==> config.mk <==
export PLATFORM = sky130hd
export DESIGN_NAME = pnm_cmd_dispatcher
export DESIGN_NICKNAME = d
export VERILOG_FILES = /design/src/rtl/pnm_pkg.sv /design/src/rtl/pnm_cmd_fifo.sv /design/src/rtl/pnm_cmd_dispatcher.sv
export SDC_FILE = /design/constraint.sdc
export NUM_CORES = 1
export LEC_CHECK = 0
export ABC_CLOCK_PERIOD_IN_PS = 6800
export BUFFER_PORTS_ARGS = -buffer_cell sky130_fd_sc_hd__buf_4
export CAP_MARGIN = 30
export CORE_AREA = 2 2 292 294
export DETAILED_ROUTE_END_ITERATION = 10
export DIE_AREA = 0 0 294 296
export SLEW_MARGIN = 20
export SYNTH_ARGS = -nofsm -noshare
export SYNTH_HDL_FRONTEND = slang
export SYNTH_SLANG_ARGS = --single-unit
==> constraint.sdc <==
create_clock -name clk -period 6.8 [get_ports clk]
set_input_delay 0.68 -clock clk [delete_from_list [all_inputs] [get_ports clk]]
set_output_delay 0.68 -clock clk [all_outputs]
set_load 0.005 [all_outputs]
==> src/rtl/pnm_pkg.sv <==
// Shared opcodes, FSM states and address/page helpers for the PNM command dispatcher.
// Latency: n/a (pure definitions); backpressure: n/a.
package pnm_pkg;

    localparam logic [5:0] OP_RELU     = 6'b010111;
    localparam logic [5:0] OP_MAX_POOL = 6'b110011;
    localparam logic [5:0] OP_MOVE     = 6'b110111;

    typedef enum logic [1:0] {
        ST_IDLE     = 2'd0,
        ST_WAIT_RDY = 2'd1,
        ST_BUSY     = 2'd2
    } state_t;

    function automatic logic op_legal(input logic [5:0] op);
        return (op == OP_RELU) || (op == OP_MAX_POOL) || (op == OP_MOVE);
    endfunction

    function automatic logic [1:0] op_to_eng(input logic [5:0] op);
        case (op)
            OP_MAX_POOL: return 2'd1;
            OP_MOVE:     return 2'd2;
            default:     return 2'd0;
        endcase
    endfunction

    // Page index is the top pw bits of an aw-bit address.
    function automatic int page_of(input logic [31:0] addr, input int aw, input int pw);
        logic [31:0] pg;
        pg = (addr >> (aw - pw)) & ((32'd1 << pw) - 32'd1);
        return int'(pg);
    endfunction

endpackage

==> src/rtl/pnm_cmd_fifo.sv <==
// Synchronous command FIFO; an entry pushed at edge t is visible on rd_dat after t (poppable at t+1).
// Latency: 1 cycle write-to-read, no bypass; backpressure: wr_rdy low when full, a same-cycle pop does not free it.
module pnm_cmd_fifo #(
    parameter int WIDTH = 54,
    parameter int DEPTH = 8
) (
    input  logic                   clk,
    input  logic                   rst_n,
    input  logic                   wr_vld,
    input  logic [WIDTH-1:0]       wr_dat,
    output logic                   wr_rdy,
    input  logic                   rd_en,
    output logic [WIDTH-1:0]       rd_dat,
    output logic                   rd_vld,
    output logic [$clog2(DEPTH):0] level
);

    localparam int PW = $clog2(DEPTH);

    logic [WIDTH-1:0] mem_q [DEPTH];
    logic [PW-1:0]    wr_ptr_q, wr_ptr_d;
    logic [PW-1:0]    rd_ptr_q, rd_ptr_d;
    logic [PW:0]      level_q, level_d;
    logic             push, pop;

    assign wr_rdy = (level_q != (PW+1)'(DEPTH));
    assign rd_vld = (level_q != '0);
    assign rd_dat = mem_q[rd_ptr_q];
    assign level  = level_q;
    assign push   = wr_vld && wr_rdy;
    assign pop    = rd_en && rd_vld;

    always_comb begin
        wr_ptr_d = wr_ptr_q;
        rd_ptr_d = rd_ptr_q;
        level_d  = level_q + (PW+1)'(push) - (PW+1)'(pop);
        if (push) wr_ptr_d = wr_ptr_q + PW'(1);
        if (pop)  rd_ptr_d = rd_ptr_q + PW'(1);
    end

    always_ff @(posedge clk or negedge rst_n) begin
        if (!rst_n) begin
            wr_ptr_q <= '0;
            rd_ptr_q <= '0;
            level_q  <= '0;
        end else begin
            wr_ptr_q <= wr_ptr_d;
            rd_ptr_q <= rd_ptr_d;
            level_q  <= level_d;
        end
    end

    always_ff @(posedge clk) begin
        if (push) mem_q[wr_ptr_q] <= wr_dat;
    end

endmodule

==> src/rtl/pnm_cmd_dispatcher.sv <==
// Queued PNM command dispatcher: validates each command, waits for every touched PIM page, runs one engine at a time.
// Latency: push at t -> eng_start at t+2 when pages ready; backpressure: cmd_ready = FIFO not full.
module pnm_cmd_dispatcher
    import pnm_pkg::*;
#(
    parameter int DATA_WIDTH   = 32,
    parameter int Address_Size = 16,
    parameter int NUM_PIMS     = 32,
    parameter int FIFO_DEPTH   = 8,
    parameter int NUM_ENGINES  = 3
) (
    input  logic                          clk,
    input  logic                          rst_n,
    input  logic                          cmd_valid,
    output logic                          cmd_ready,
    input  logic [5:0]                    cmd_op,
    input  logic [Address_Size-1:0]       cmd_start_addr,
    input  logic [Address_Size-1:0]       cmd_end_addr,
    input  logic [Address_Size-1:0]       cmd_result_addr,
    input  logic [NUM_PIMS-1:0]           pim_ready,
    output logic [NUM_ENGINES-1:0]        eng_start,
    output logic [NUM_ENGINES-1:0]        eng_en,
    input  logic [NUM_ENGINES-1:0]        eng_done,
    output logic [Address_Size-1:0]       act_start_addr,
    output logic [Address_Size-1:0]       act_end_addr,
    output logic [Address_Size-1:0]       act_result_addr,
    output logic                          busy,
    output logic                          done,
    output logic                          err_illegal,
    output logic [$clog2(FIFO_DEPTH):0]   fifo_level
);

    localparam int AW = Address_Size;
    localparam int PW = $clog2(NUM_PIMS);
    localparam int EW = 6 + 3 * AW;

    if (DATA_WIDTH < 1 || FIFO_DEPTH < 2 || (FIFO_DEPTH & (FIFO_DEPTH - 1)) != 0 ||
        (NUM_PIMS & (NUM_PIMS - 1)) != 0 || NUM_ENGINES > 4) begin : g_param_chk
        $error("pnm_cmd_dispatcher: unsupported parameter set");
    end

    state_t                state_q, state_d;
    logic [AW-1:0]         act_start_q, act_start_d;
    logic [AW-1:0]         act_end_q, act_end_d;
    logic [AW-1:0]         act_result_q, act_result_d;
    logic [1:0]            sel_q, sel_d;
    logic [NUM_ENGINES-1:0] eng_start_q, eng_start_d;
    logic                  done_q, done_d;
    logic                  err_q, err_d;

    logic [EW-1:0]         head;
    logic                  fifo_rd_vld, fifo_pop;
    logic [5:0]            h_op;
    logic [AW-1:0]         h_start, h_end, h_result;
    logic [NUM_ENGINES-1:0] sel_oh;
    logic [AW-1:0]         res_end;
    logic                  res_wrap;
    int                    pg_s, pg_e, pg_r, pg_re;
    logic [NUM_PIMS-1:0]   page_mask;
    logic                  ready_eval;

    pnm_cmd_fifo #(
        .WIDTH (EW),
        .DEPTH (FIFO_DEPTH)
    ) u_fifo (
        .clk    (clk),
        .rst_n  (rst_n),
        .wr_vld (cmd_valid),
        .wr_dat ({cmd_op, cmd_start_addr, cmd_end_addr, cmd_result_addr}),
        .wr_rdy (cmd_ready),
        .rd_en  (fifo_pop),
        .rd_dat (head),
        .rd_vld (fifo_rd_vld),
        .level  (fifo_level)
    );

    assign h_op     = head[EW-1 -: 6];
    assign h_start  = head[3*AW-1 -: AW];
    assign h_end    = head[2*AW-1 -: AW];
    assign h_result = head[AW-1:0];

    assign sel_oh = NUM_ENGINES'(1) << sel_q;

    // Destination span may wrap past the top of the address space.
    assign res_end  = act_result_q + (act_end_q - act_start_q);
    assign res_wrap = (res_end < act_result_q);
    assign pg_s     = page_of(32'(act_start_q), AW, PW);
    assign pg_e     = page_of(32'(act_end_q), AW, PW);
    assign pg_r     = page_of(32'(act_result_q), AW, PW);
    assign pg_re    = page_of(32'(res_end), AW, PW);

    always_comb begin
        page_mask = '0;
        for (int p = 0; p < NUM_PIMS; p++) begin
            page_mask[p] = (p >= pg_s && p <= pg_e) ||
                           (res_wrap ? (p >= pg_r || p <= pg_re) : (p >= pg_r && p <= pg_re));
        end
    end

    assign ready_eval = &(pim_ready | ~page_mask);

    always_comb begin
        state_d      = state_q;
        act_start_d  = act_start_q;
        act_end_d    = act_end_q;
        act_result_d = act_result_q;
        sel_d        = sel_q;
        eng_start_d  = '0;
        done_d       = 1'b0;
        err_d        = 1'b0;
        fifo_pop     = 1'b0;
        case (state_q)
            ST_IDLE: begin
                if (fifo_rd_vld) begin
                    fifo_pop     = 1'b1;
                    act_start_d  = h_start;
                    act_end_d    = h_end;
                    act_result_d = h_result;
                    sel_d        = op_to_eng(h_op);
                    if (!op_legal(h_op) || (h_end < h_start)) err_d = 1'b1;
                    else                                       state_d = ST_WAIT_RDY;
                end
            end
            ST_WAIT_RDY: begin
                if (ready_eval) begin
                    eng_start_d = sel_oh;
                    state_d     = ST_BUSY;
                end
            end
            ST_BUSY: begin
                if (|(eng_done & sel_oh)) begin
                    done_d  = 1'b1;
                    state_d = ST_IDLE;
                end
            end
            default: state_d = ST_IDLE;
        endcase
    end

    always_ff @(posedge clk or negedge rst_n) begin
        if (!rst_n) begin
            state_q      <= ST_IDLE;
            act_start_q  <= '0;
            act_end_q    <= '0;
            act_result_q <= '0;
            sel_q        <= '0;
            eng_start_q  <= '0;
            done_q       <= 1'b0;
            err_q        <= 1'b0;
        end else begin
            state_q      <= state_d;
            act_start_q  <= act_start_d;
            act_end_q    <= act_end_d;
            act_result_q <= act_result_d;
            sel_q        <= sel_d;
            eng_start_q  <= eng_start_d;
            done_q       <= done_d;
            err_q        <= err_d;
        end
    end

    assign eng_start       = eng_start_q;
    assign eng_en          = (state_q == ST_BUSY) ? sel_oh : '0;
    assign busy            = (state_q != ST_IDLE);
    assign done            = done_q;
    assign err_illegal     = err_q;
    assign act_start_addr  = act_start_q;
    assign act_end_addr    = act_end_q;
    assign act_result_addr = act_result_q;

endmodule

==> metrics.yaml, run 1 <==
place:
  place_congestion: 0.8933
  hpwl_um: 41430
  port_buffers: 153
  pre_cts_ws_ns: 0.2427
  place_inst: 2667
routing:
  via_per_inst: 4.820
  final_antenna_net_count: 0
  num_vias: 13360
  drt_wl_total_um: 61830
  drcViolationCount: 0
  wl_per_cell_um: 22.31
  firstDrtPassIters: 5
  first_iter_violations: 1285
critical_path:
  slowest_stage: "or4b_4"
  path_buf_inv: 3
  reg2regPathDepth: 20
  path_delay_family: "simple AND/OR/NAND/NOR gates"
  start_kind: "flop"
  cp.required_ns: 7.30
  path_max_fanout: 8
  slowest_delay_ns: 0.61
  cp-end-kind: "flop"
  worstSetupPathDepth: 20
  crit_type: "reg -> reg"
  arrival_ns: 6.80
  path_cells: "inv_1 -> fa_1 -> inv_1 -> ha_1 -> nand3_1 -> nor3_1 -> a31o_1 -> o31a_1 -> nor2_1 -> ha_1 -> nand2_1 -> or4b_4 -> o21ai_4 -> buf_4 -> a21oi_1 -> a222oi_1 -> nand4_1 -> or4_1 -> or4_4 -> nor4_2"
sta:
  fin_crit_sh: 0.9253
  setup_tns_ns: 0
  post-route-min-period_ns: 6.292
  rsz0062_at_grt: "no"
  setup_viol: 0
  fmax_mhz: 158.9
  fin_worst_skew_ns: 0.06497
  slew_headroom: 0.2968
  final_max_slew_viol_count: 0
  setup_ws_ns: 0.5077
  worstMarginPinSlew_ns: 1.055
  hold_violations: 0
logic_synthesis:
  async_flop_share: 0.1343
  synthFlopType: "edfxtp_1"
  ys_types: 80
  syn-num-nets: 1615
  netlist_area_mm2: 0.02245
  ys_warn_count: 0
  ys_seq_area_frac: 0.6526
  syn_avg_cell_area_um2: 15.45
  synth-seq-cells: 499
  synth-edff-count: 432
  syn_inst: 1453
cts:
  numClockSinks: 499
  clk_pin_slew_worst_paths_ns: 0.06
  clk_path_buf_depth: 3
  cts_root_buffer: "clkbuf_16"
  tritoncts.num_buffers: 50
  cts_tree: "built"
  cts_htree_levels: 2
  clk_latency_ns: 0.62
floorplan:
  row_count: 107
  initial_core_util: 0.2666
  core_mm2: 0.08421
  die_area_mm2: 0.08702
  ioPinCount: 154
  die_w_um: 294
  die_h_um: 296
global_routing:
  grt_use_met1: 0.1871
  grt_pass1_wl_um: 90650
  grt_use_met3: 0.04422
  first_global_vias: 13720
  grt_use_total: 0.1413
  grt.busiest_layer: "met2"
  grt-ovfl-total: 0
  antenna_found_initial: 3
  grt_use_met2: 0.2204
  grt_max_degree: 73
final_layout:
  multi_input_area_mm2: 0.007249
  layout.nets: 1801
  area_growth_pct: 20.22
  drive_above_1_share: 0.2594
  fillers: 8151
  diodes: 0
  seqCellArea_mm2: 0.01466
  finalNonFillerCells: 2771
worst_hold_path:
  min_path_type: "in -> reg"
  hold_depth: 1
status:
  outcome: "complete, no violations"
flow_run:
  maxCapViolations: 0
cell usage after synthesis (all sizes together) (10+ instances only):
| library cell | n | area [um2] |
|---|---|---|
| a21o | 17 | 127.6 |
| mux4 | 102 | 2297 |
| nor2 | 55 | 206.5 |
| buf | 28 | 123.9 |
| nor3 | 21 | 121.4 |
| mux2i | 34 | 340.3 |
| fa | 16 | 320.3 |
| o31ai | 10 | 75.07 |
| clkbuf | 44 | 166.4 |
| dfrtp | 67 | 1677 |
| nand3 | 22 | 110.1 |
| nand2b | 12 | 75.07 |
| nand2 | 103 | 386.6 |
| inv | 85 | 319.1 |
| ha | 54 | 675.7 |
| edfxtp | 432 | 12970 |
| a211oi | 10 | 75.07 |
| o21ai | 86 | 445.4 |
| a21oi | 52 | 264.0 |
| o211ai | 16 | 125.1 |
| a31oi | 19 | 118.9 |
| mux2 | 19 | 214.0 |
| xnor2 | 14 | 122.6 |
logic make-up after synthesis:
logic type / count (synthesis) / share of synthesized area
flops: 499 / 0.6526
compound gates: 283 / 0.08260
simple gates: 265 / 0.05741
buf+inv: 160 / 0.02765
mux: 155 / 0.1270
fa+ha+maj: 73 / 0.04571
xor+xnor: 18 / 0.007023
metal layers:
| metal | up-vias | part of all wire |
|---|---|---|
| li1 | 6076 | - |
| met1 | 6764 | 0.44 |
| met2 | 421 | 0.45 |
| met3 | 88 | 0.084 |
| met4 | 6 | 0.026 |
| met5 | - | 0.00049 |
cell usage in the layout (no fill, tap or decap), drive strengths merged, types with 8 or more instances in the layout:
cell type / instances
edfxtp: 432
buf: 204
nand2: 103
mux4: 102
inv: 88
o21ai: 87
dfrtp: 67
clkbuf: 61
nor2: 55
ha: 54
a21oi: 52
mux2i: 34
clkinv: 24
nand3: 22
nor3: 21
mux2: 19
a31oi: 19
a21o: 17
fa: 16
o211ai: 16
xnor2: 14
nand2b: 12
a211oi: 10
o31ai: 10
o22ai: 9
nor4: 9
and3: 8
o21a: 8
nand4b: 8
a221oi: 8
registers in the layout (all words and copies together), names as in the netlist:
name,count
err_illegal,1
act_end_addr,16
u_fifo.wr_ptr_q,3
act_result_addr,16
act_start_addr,16
eng_start,3
u_fifo.rd_ptr_q,3
done,1
u_fifo.mem_q,432
state_q,2
u_fifo.level,4
sel_q,2
cell type report:
class,instances,share of cell area
sequential,499,0.5432
clock buffer,61,0.04827
clock inverter,33,0.01419
inverter,88,0.01224
tap,1090,0.05054
multi-input combinational,795,0.2686
timing repair buffer,205,0.06296
worst register-to-register path, delay by kind of cell, from the launching register on:
family / cells / cell delay [ns]
AOI/OAI and AO/OA: 5 / 1.32
adders and majority gates: 3 / 1.24
buffers and inverters: 3 / 0.37
DFF: 1 / 0.46
and+or+nand+nor: 9 / 2.85
timing repair:
| item | CTS | global route |
|---|---|---|
| gates resized for setup | 0 | 1 |
| endpoints found under the hold margin | 0 | 16 |
| setup buffers | 0 | 3 |
| setup endpoints to repair | 0 | 5 |
| hold buffers | 0 | 1 |
stage by stage:
stage	area [um2]	hold WS (ns)	util
after floorplan	22450	0.3844	-
after global placement	25050	0.4965	0.2974
after detailed placement	25120	0.5093	0.2983
after CTS	26810	0.2190	0.3184
after global routing	26990	0.2664	0.3205
final	26990	0.2845	0.3205
path summary, 6_finish.rpt:
kind | startpoint | endpoint | slack, ns
setup reg to reg | act_end_addr[11] | eng_start[0] | 0.51
setup / recovery | act_end_addr[11] | eng_start[0] | 0.51
min in group asynchronous | rst_n | u_fifo.level[2] | 0.50
hold / removal | cmd_result_addr[6] | u_fifo.mem_q[0][6] | 0.28
hold reg to reg | act_result_addr[3] | act_result_addr[3] | 0.52
max in group asynchronous | rst_n | act_result_addr[14] | 5.65
Power of run 1 is not shown: default switching activity piles up to over one toggle a cycle in this logic, so the estimate is an artifact.
==> run 2, diff against run 1 <==
- ABC_AREA: unset -> 0
- BUFFER_PORTS_ARGS: -buffer_cell sky130_fd_sc_hd__buf_4 -> unset
- DONT_BUFFER_PORTS: unset -> 1
==> run 2 against run 1 <==
First-iteration DRC count is 1.7% lower. Via count down 2.0%. Die area unchanged. Register-to-register slack got worse by 0.20 ns. Routed wire length rose by 0.66%. Non-clock buffer count is 156 lower. Highest routed layer is now met4.
==> metrics.yaml, run 2 (synthesis gave the netlist of run 1 again) <==
global_routing:
  grt-ovfl-total: 0  # unchanged
  first_global_vias: 13240  # was 13720
  grt_pass1_wl_um: 91870  # was 90650 um
  grt_use_total: 0.1430  # was 0.1413
  grt_max_degree: 68  # was 73
  antenna_found_initial: 2  # was 3
sta:
  setup_viol: 0  # unchanged
  final_max_slew_viol_count: 0  # unchanged
  rsz0062_at_grt: "no"  # unchanged
  worstMarginPinSlew_ns: 0.9707  # was 1.055 ns
  fmax_mhz: 154.1  # was 158.9 MHz
  hold_violations: 0  # unchanged
  slew_headroom: 0.3528  # was 0.2968
  fin_worst_skew_ns: 0.02124  # was 0.06497 ns
  post-route-min-period_ns: 6.488  # was 6.292 ns
  setup_tns_ns: 0  # unchanged
  fin_crit_sh: 0.9541  # was 0.9253
critical_path:
  path_max_fanout: 23  # was 8
  crit_type: "reg -> reg"  # unchanged
  arrival_ns: 6.98  # was 6.80 ns
  start_kind: "flop"  # unchanged
  regToRegSetupSlack_ns: 0.31  # was 0.51 ns
  cp.required_ns: 7.30  # about the same
  cp-end-kind: "flop"  # unchanged
routing:
  firstDrtPassIters: 6  # was 5
  first_iter_violations: 1263  # was 1285
  drcViolationCount: 0  # unchanged
  final_antenna_net_count: 0  # unchanged
  drt_wl_total_um: 62240  # was 61830 um
  wl_per_cell_um: 23.88  # was 22.31 um
  via_per_inst: 5.023  # was 4.820
  num_vias: 13090  # was 13360
floorplan:
  die_h_um: 296  # unchanged
  ioPinCount: 154  # unchanged
  core_mm2: 0.08421  # unchanged
  row_count: 107  # unchanged
  initial_core_util: 0.2666  # unchanged
  die_area_mm2: 0.08702  # unchanged
  die_w_um: 294  # unchanged
flow_run:
  maxCapViolations: 0  # unchanged
cts:
  postCtsSetupBuffers: 0  # unchanged
  cts_root_buffer: "clkbuf_16"  # unchanged
  clk_pin_slew_worst_paths_ns: 0.07  # was 0.06 ns
  cts_tree: "built"  # unchanged
  numClockSinks: 499  # unchanged
  clk_latency_ns: 0.60  # was 0.62 ns
  tritoncts.num_buffers: 49  # was 50
  clk_path_buf_depth: 3  # unchanged
  cts_htree_levels: 2  # unchanged
final_layout:
  diodes: 0  # unchanged
  mostFrequentLayoutCell: "edfxtp_1"  # unchanged
  largest_reg_flops: 432  # unchanged
  layout.nets: 1643  # was 1801
  area_growth_pct: 14.41  # was 20.22%
  final_cell_mix: "432 x edfxtp_1, 103 x nand2_1, 102 x mux4_2, 84 x inv_1, 80 x o21ai_0"  # was 432 x edfxtp_1, 195 x buf_4, 103 x nand2_1, 102 x mux4_2, 84 x inv_1
  largest-register: "u_fifo.mem_q"  # unchanged
  fillers: 8220  # was 8151
  drive_above_1_share: 0.1807  # was 0.2594
place:
  hpwl_um: 41700  # was 41430 um
  port_buffers: 0  # was 153
  place_congestion: 0.9074  # was 0.8933
worst_hold_path:
  min_path_type: "in -> reg"  # unchanged
status:
  outcome: "complete, no violations"  # unchanged
run 2: critical path, stage by stage (launching register included):
cell and delay (ns):
dfrtp_1 0.48, inv_1 0.18, fa_1 0.51, inv_1 0.05, ha_1 0.40, nand4_1 0.29
nor3_1 0.35, a31o_1 0.32, o31a_1 0.23, nor2_1 0.10, ha_1 0.28, nand2_1 0.06
or4b_4 0.58, o21ai_4 0.32, buf_4 0.33, nor2_1 0.11, nor4_1 0.28, nand4_1 0.13
or4_1 0.53, or4_4 0.60, nor4_2 0.24
run 2: final timing paths:
path | endpoint | depth (start not counted) | startpoint
max in group asynchronous | u_fifo.rd_ptr_q[0] | 2 | rst_n
min | u_fifo.mem_q[2][41] | 0 | cmd_start_addr[9]
max | eng_start[0] | 20 | act_result_addr[7]
min in group asynchronous | done | 2 | rst_n
min reg2reg | u_fifo.wr_ptr_q[0] | 1 | u_fifo.wr_ptr_q[0]
max reg2reg | eng_start[0] | 20 | act_result_addr[7]
run 2: per-stage QoR:
stage / worst slack [ns] / hold slack (ns) / utilization / instance area [um2] / instances
floorplan: 0.7563 / 0.3844 / - / 22450 / 1453
global placement: 0.3972 / 0.3871 / 0.2839 / 23910 / 2514
detailed placement: 0.3508 / 0.3865 / 0.2845 / 23960 / 2516
CTS: 0.3381 / 0.1326 / 0.3042 / 25620 / 2604
global route: 0.02528 / 0.1262 / 0.3050 / 25680 / 2606
finish: 0.3122 / 0.1672 / 0.3050 / 25680 / 2606
run 2: final cells by class:
class / count / area [um2] / share of cell area
Timing Repair Buffer: 49 / 462.9 / 0.01803
Multi-Input combinational cell: 794 / 7244 / 0.2821
Clock inverter: 30 / 371.6 / 0.01447
Tap cell: 1090 / 1364 / 0.05310
Clock buffer: 56 / 1252 / 0.04876
Sequential cell: 499 / 14660 / 0.5707
Inverter: 88 / 330.3 / 0.01286
run 2: what timing repair did:
action	in CTS	in global routing
resized for setup	0	1
hold endpoints to repair	67	0
hold buffers	2	0
endpoints found under the setup margin	0	4
run 2: per-layer routing:
layer	global-route usage	share of wire
met1	0.1929	0.43
met2	0.2196	0.44
met3	0.05598	0.11
met4	0.02601	0.017
met5	0	0
Power of run 2 is left out for the same reason.
